===== config.mk =====
export PLATFORM = sky130hd
export DESIGN_NAME = pc_stack
export DESIGN_NICKNAME = d
export VERILOG_FILES = /design/src/rtl/pc_stack.sv
export SDC_FILE = /design/constraint.sdc
export NUM_CORES = 1
export LEC_CHECK = 0
export BUFFER_PORTS_ARGS = -buffer_cell sky130_fd_sc_hd__buf_2
export CAP_MARGIN = 30
export CELL_PAD_IN_SITES_DETAIL_PLACEMENT = 0
export CELL_PAD_IN_SITES_GLOBAL_PLACEMENT = 1
export CORE_MARGIN = 2
export CORE_UTILIZATION = 41
export CTS_CLUSTER_SIZE = 24
export DETAILED_ROUTE_END_ITERATION = 8
export GPL_ROUTABILITY_DRIVEN = 0
export PLACE_DENSITY_LB_ADDON = 0.1
export SLEW_MARGIN = 20
export SYNTH_ARGS = -nofsm -noshare
export SYNTH_HDL_FRONTEND = slang
export SYNTH_SLANG_ARGS = --single-unit

===== constraint.sdc =====
create_clock -name clk -period 3.67 [get_ports clk]
set_input_delay 0.1835 -clock clk [delete_from_list [all_inputs] [get_ports clk]]
set_output_delay 0.1835 -clock clk [all_outputs]
set_load 0.02 [all_outputs]

===== src/rtl/pc_stack.sv =====
// pc_stack
// Program-counter stage feeding the program ROM. It produces the instruction
// address and supports sequential increment, absolute jumps, subroutine
// call/return through a small internal return-address stack, and stall.
//
// Parameters:
//   ADDR_W   - width of the PC and of every return address
//   DEPTH    - number of return-stack entries (power of two, at least 2)
//   RESET_PC - PC value loaded by reset
//
// Ports:
//   clk     - single clock, all state changes on the rising edge
//   reset   - synchronous active-high reset, overrides every other input
//   stall   - freeze PC, stack pointer, stack contents and flags
//   jump    - load target into PC
//   call    - push pc+1, then load target into PC
//   ret     - pop the top of stack into PC
//   target  - destination for jump/call
//   pc      - registered current PC (program-memory address)
//   sp      - number of valid stack entries, 0..DEPTH
//   empty   - sp == 0
//   full    - sp == DEPTH
//   ovf     - sticky, set by a call while full
//   unf     - sticky, set by a ret while empty
//
// Request priority on each edge: reset > stall > ret > call > jump > increment.
module pc_stack #(
  parameter int unsigned ADDR_W   = 10,
  parameter int unsigned DEPTH    = 8,
  parameter int unsigned RESET_PC = 0
) (
  input  logic                       clk,
  input  logic                       reset,
  input  logic                       stall,
  input  logic                       jump,
  input  logic                       call,
  input  logic                       ret,
  input  logic [ADDR_W-1:0]          target,
  output logic [ADDR_W-1:0]          pc,
  output logic [$clog2(DEPTH):0]     sp,
  output logic                       empty,
  output logic                       full,
  output logic                       ovf,
  output logic                       unf
);

  localparam int unsigned PTR_W = $clog2(DEPTH);
  localparam int unsigned SP_W  = PTR_W + 1;

  // Return-address storage. Not reset: sp=0 makes stale entries unreachable.
  logic [ADDR_W-1:0] stack_mem [DEPTH];

  logic [ADDR_W-1:0] pc_inc;
  logic [SP_W-1:0]   sp_dec;
  logic [PTR_W-1:0]  push_idx;
  logic [PTR_W-1:0]  pop_idx;
  logic [ADDR_W-1:0] top_addr;

  // Request decode after priority resolution. A ret always masks a call or
  // jump in the same cycle, and a call always masks a jump.
  logic do_ret;
  logic do_call;
  logic do_jump;
  logic do_push;
  logic do_pop;

  // Status flags follow the registered stack pointer directly.
  assign empty = (sp == '0);
  assign full  = (sp == SP_W'(DEPTH));

  // Next sequential address; wraps naturally at 2^ADDR_W.
  assign pc_inc = pc + ADDR_W'(1);

  // Stack indexing. The push slot is sp itself (only used when not full, so
  // the top bit is zero); the pop slot is sp-1 (only used when not empty).
  assign sp_dec   = sp - SP_W'(1);
  assign push_idx = sp[PTR_W-1:0];
  assign pop_idx  = sp_dec[PTR_W-1:0];
  assign top_addr = stack_mem[pop_idx];

  assign do_ret  = !stall && ret;
  assign do_call = !stall && !ret && call;
  assign do_jump = !stall && !ret && !call && jump;
  assign do_push = do_call && !full;
  assign do_pop  = do_ret && !empty;

  // Return-stack write port. A call while full discards the push so the
  // existing entries stay intact; reset does not touch the storage.
  always_ff @(posedge clk) begin
    if (!reset && do_push) begin
      stack_mem[push_idx] <= pc_inc;
    end
  end

  // PC, stack pointer and sticky error flags. A ret on an empty stack
  // behaves like a plain increment but records the underflow. A call while
  // full still redirects the PC, only the return address is lost.
  always_ff @(posedge clk) begin
    if (reset) begin
      pc  <= ADDR_W'(RESET_PC);
      sp  <= '0;
      ovf <= 1'b0;
      unf <= 1'b0;
    end else if (!stall) begin
      if (do_ret) begin
        if (do_pop) begin
          pc <= top_addr;
          sp <= sp_dec;
        end else begin
          pc  <= pc_inc;
          unf <= 1'b1;
        end
      end else if (do_call) begin
        pc <= target;
        if (do_push) begin
          sp <= sp + SP_W'(1);
        end else begin
          ovf <= 1'b1;
        end
      end else if (do_jump) begin
        pc <= target;
      end else begin
        pc <= pc_inc;
      end
    end
  end

endmodule


==> parameters.txt <==
Parameter                              Value

Outcome
  Result of the run    completed

GRT
  Overall Global Routing Usage    18.6%
  Global-route wire length before repair    15,100 um
  Overflow left after global routing    0
  Antenna violations before repair    0
  Largest net degree at the start of global routing    31
  Number of global-route vias before repair    2,601

Route
  DRC errors left    0
  Via count    2,588
  Detail Route Antenna Nets    0
  Average detailed-routed wire length per instance    20.5 um
  DR pass1 iterations    4
  DRT Wirelength    9780 um
  Iteration-0 DRC Markers    98
  Ratio of routed vias to standard cells    5.43

Floorplanning
  DIE AREA    11,100 um2
  I/O pin cnt    34
  DIE HEIGHT    105 um
  Die width    105 um
  Number of core rows    36
  Initial core utilization    42.6%
  Area of the core    9860 um2

STA
  Layout Skew    0.00961 ns
  Final Max Slew Viols    0
  Unrepaired setup endpoints after global routing    no
  Maximum clock frequency    408 MHz
  Post-layout worst setup margin    1.22 ns
  Worst slew pin tran    0.888 ns
  Hold violation total from the final report    0
  Slew Limit Headroom    40.3%
  Share of the clock period used by the worst path after layout    66.7%
  Minimum hold slack    0.177 ns
  Time the final worst path needs with I/O delays and setup    2.45 ns
  Final setup violation count    0
  Post-route setup TNS    0 ns

Clocking
  Number of cells upsized or downsized after cts    0
  Number of buffers inserted by post-CTS setup repair    0
  Sink count of the clock tree    96
  CTS tree    built
  CTS buffer count    9
  Insertion delay of the later-clocked pin in the worst-skew pair    0.35 ns
  Clock buffer depth    2
  Clock transition at the register clock pins on the worst setup and hold paths after CTS    0.09 ns
  Number of buffers inserted by hold repair at cts    0
  Clock Root Buffer    sky130_fd_sc_hd__clkbuf_8
  H-tree depth    3

Power and ir drop
  Static leakage    1.65 nW
  Power dissipated by switching net loads    0.652 mW
  Total internal power    1.79 mW
  Sequential share of power    50.7%
  Worst IR Drop VDD    0.000320 V
  Proportion of power drawn by the clock network    31.6%
  Total power divided by cell area    512 nW/um2
  Fraction of power spent switching nets    26.7%
  Logic pwr share    17.6%

Finish
  Most common cell after layout, fill and taps aside    sky130_fd_sc_hd__edfxtp_1
  Area used by multi-input combinational logic    1330 um2
  Design area    4770 um2
  Register cell area after layout    2720 um2
  Synth-to-layout area growth    13.7%
  Share of layout cells above drive strength 1    24.7%
  Fillers    862
  Most frequent cells in the layout    sky130_fd_sc_hd__edfxtp_1 (80), sky130_fd_sc_hd__buf_2 (33), sky130_fd_sc_hd__nand2_1 (24)
  Final #Nets    358
  Non-filler cells, final    477
  ANT cells    0

Setup path
  Cell-by-cell listing of the critical path    inv_1 > ha_1 > buf_4 > mux4_1 > o2111a_1 > a311oi_1 > a221oi_1
  Crit path arrival time    2.64 ns
  Count of buffering cells on the critical path with inverters included    2
  Slowest cell on the critical path    sky130_fd_sc_hd__dfxtp_1
  Crit-path max cell delay    0.49 ns
  Capturing element type of the critical path    flop
  Critical path launch point type    flop
  Class of the most critical setup path    flop to flop
  Required @ worst endpoint    3.87 ns
  Family with the most delay on the worst path    compound AO/OA/AOI/OAI gates
  Worst-path fanout max    16

Synthesis
  Share of synthesized registers carrying an async set or reset    0%
  Post-synthesis sequential area ratio    64.9%
  Post-synth net total    316
  Cells after synthesis    297
  Syn Std Cell Area    4200 um2
  Top_reg_cell synth    sky130_fd_sc_hd__edfxtp_1
  Avg Cell Area, Syn    14.1 um2
  Post-synthesis register bit count    96
  Count of different cell masters after synthesis    44
  Count of yosys warnings during synthesis    0
  Number of enable-type register cells in the synthesized netlist    80

Placed design
  Total placed instance area    4540 um2
  Detail Placement HPWL    6500 um
  Total instance count after detailed placement    461
  Setup Slack @ Placement    1.23 ns
  Port Buffer Count    33

Job
  Maximum Capacitance Violations    0

Min path
  Hold Path Class    primary input to flop
## final cells by class
type | count | area share (%)
well taps | 133 | 3.49
repair buffers | 46 | 5.51
multi-input cells | 172 | 28.0
clock inverters | 5 | 1.81
flip-flops and latches | 96 | 57.1
inverters | 14 | 1.21
clock buffers | 11 | 2.96
## per-stage QoR
stage / power (mW) / utilization [%]
after global placement: 1.70 / 46.1
after CTS: 2.48 / 48.4
after detailed placement: 1.70 / 46.1
after floorplan: 1.57 / -
final: 2.44 / 48.4
after global routing: 2.55 / 48.4
## worst register-to-register path, stage by stage (launching register included)
cell	delay, ns
sky130_fd_sc_hd__dfxtp_1	0.49
sky130_fd_sc_hd__inv_1	0.10
sky130_fd_sc_hd__ha_1	0.44
sky130_fd_sc_hd__buf_4	0.32
sky130_fd_sc_hd__mux4_1	0.34
sky130_fd_sc_hd__o2111a_1	0.25
sky130_fd_sc_hd__a311oi_1	0.25
sky130_fd_sc_hd__a221oi_1	0.11
## final timing paths
check                                   startpoint                  to  slack (ns)  cells after the start
worst max-delay path            sp[1]$_SDFFE_PP0P_  pc[7]$_SDFFE_PP0N_        1.22                      7
worst min-delay path                     target[1]  pc[1]$_SDFFE_PP0N_        0.18                      4
worst max register to register  sp[1]$_SDFFE_PP0P_  pc[7]$_SDFFE_PP0N_        1.22                      7
worst min register to register    unf$_SDFFE_PP0P_    unf$_SDFFE_PP0P_        0.47                      2
## cell usage after synthesis (all sizes together) (4+ instances only)
cell type	instances	area (um2)
nand3	9	45.0
mux4	17	387
edfxtp	80	2400
dfxtp	16	320
a311oi	6	58.8
nor3	8	40.0
o21ai	8	40.0
inv	13	48.8
and3	5	31.3
xor2	5	43.8
clkbuf	5	18.8
buf	10	65.1
xnor2	9	78.8
a221oi	4	41.3
nand4	4	25.0
mux2i	5	50.1
nor2b	5	31.3
nand2	25	96.4
nor2	25	98.8
a21oi	14	70.1
## power by group through the flow
| stage | combinational, mW | sequential, mW | clock (mW) |
|---|---|---|---|
| 3_5_place_dp | 0.439 | 1.26 | 0 |
| 2_1_floorplan | 0.294 | 1.28 | 0 |
| 4_1_cts | 0.440 | 1.24 | 0.797 |
| 3_3_place_gp | 0.438 | 1.26 | 0 |
| 6_report | 0.431 | 1.24 | 0.773 |
| 5_1_grt | 0.468 | 1.24 | 0.834 |
## state kept, by name, summed over array words and instances (netlist names)
register / flops
stack_mem: 80
pc: 10
ovf: 1
unf: 1
sp: 4
## layer usage
layer | global-route usage (%) | routed length [um] | up-vias
met5 | 0 | 0 | -
met4 | 5.33 | 170 | 0
met3 | 4.30 | 428 | 12
met2 | 30.2 | 4860 | 67
met1 | 25.0 | 4320 | 1292
li1 | - | - | 1217
## logic make-up (layout without fill, tap and decap cells)
| family | count (synthesis) | after routing | share of synthesized area (%) |
|---|---|---|---|
| and+or+nand+nor | 87 | 87 | 9.84 |
| buffers and inverters | 29 | 76 | 3.37 |
| xor gates and xnor gates | 14 | 14 | 2.92 |
| muxes | 23 | 23 | 10.7 |
| DFF | 96 | 96 | 64.9 |
| AOI/OAI and AO/OA | 45 | 45 | 7.45 |
| adders and majority gates | 3 | 3 | 0.894 |
Power figures use the tool's default switching activity.
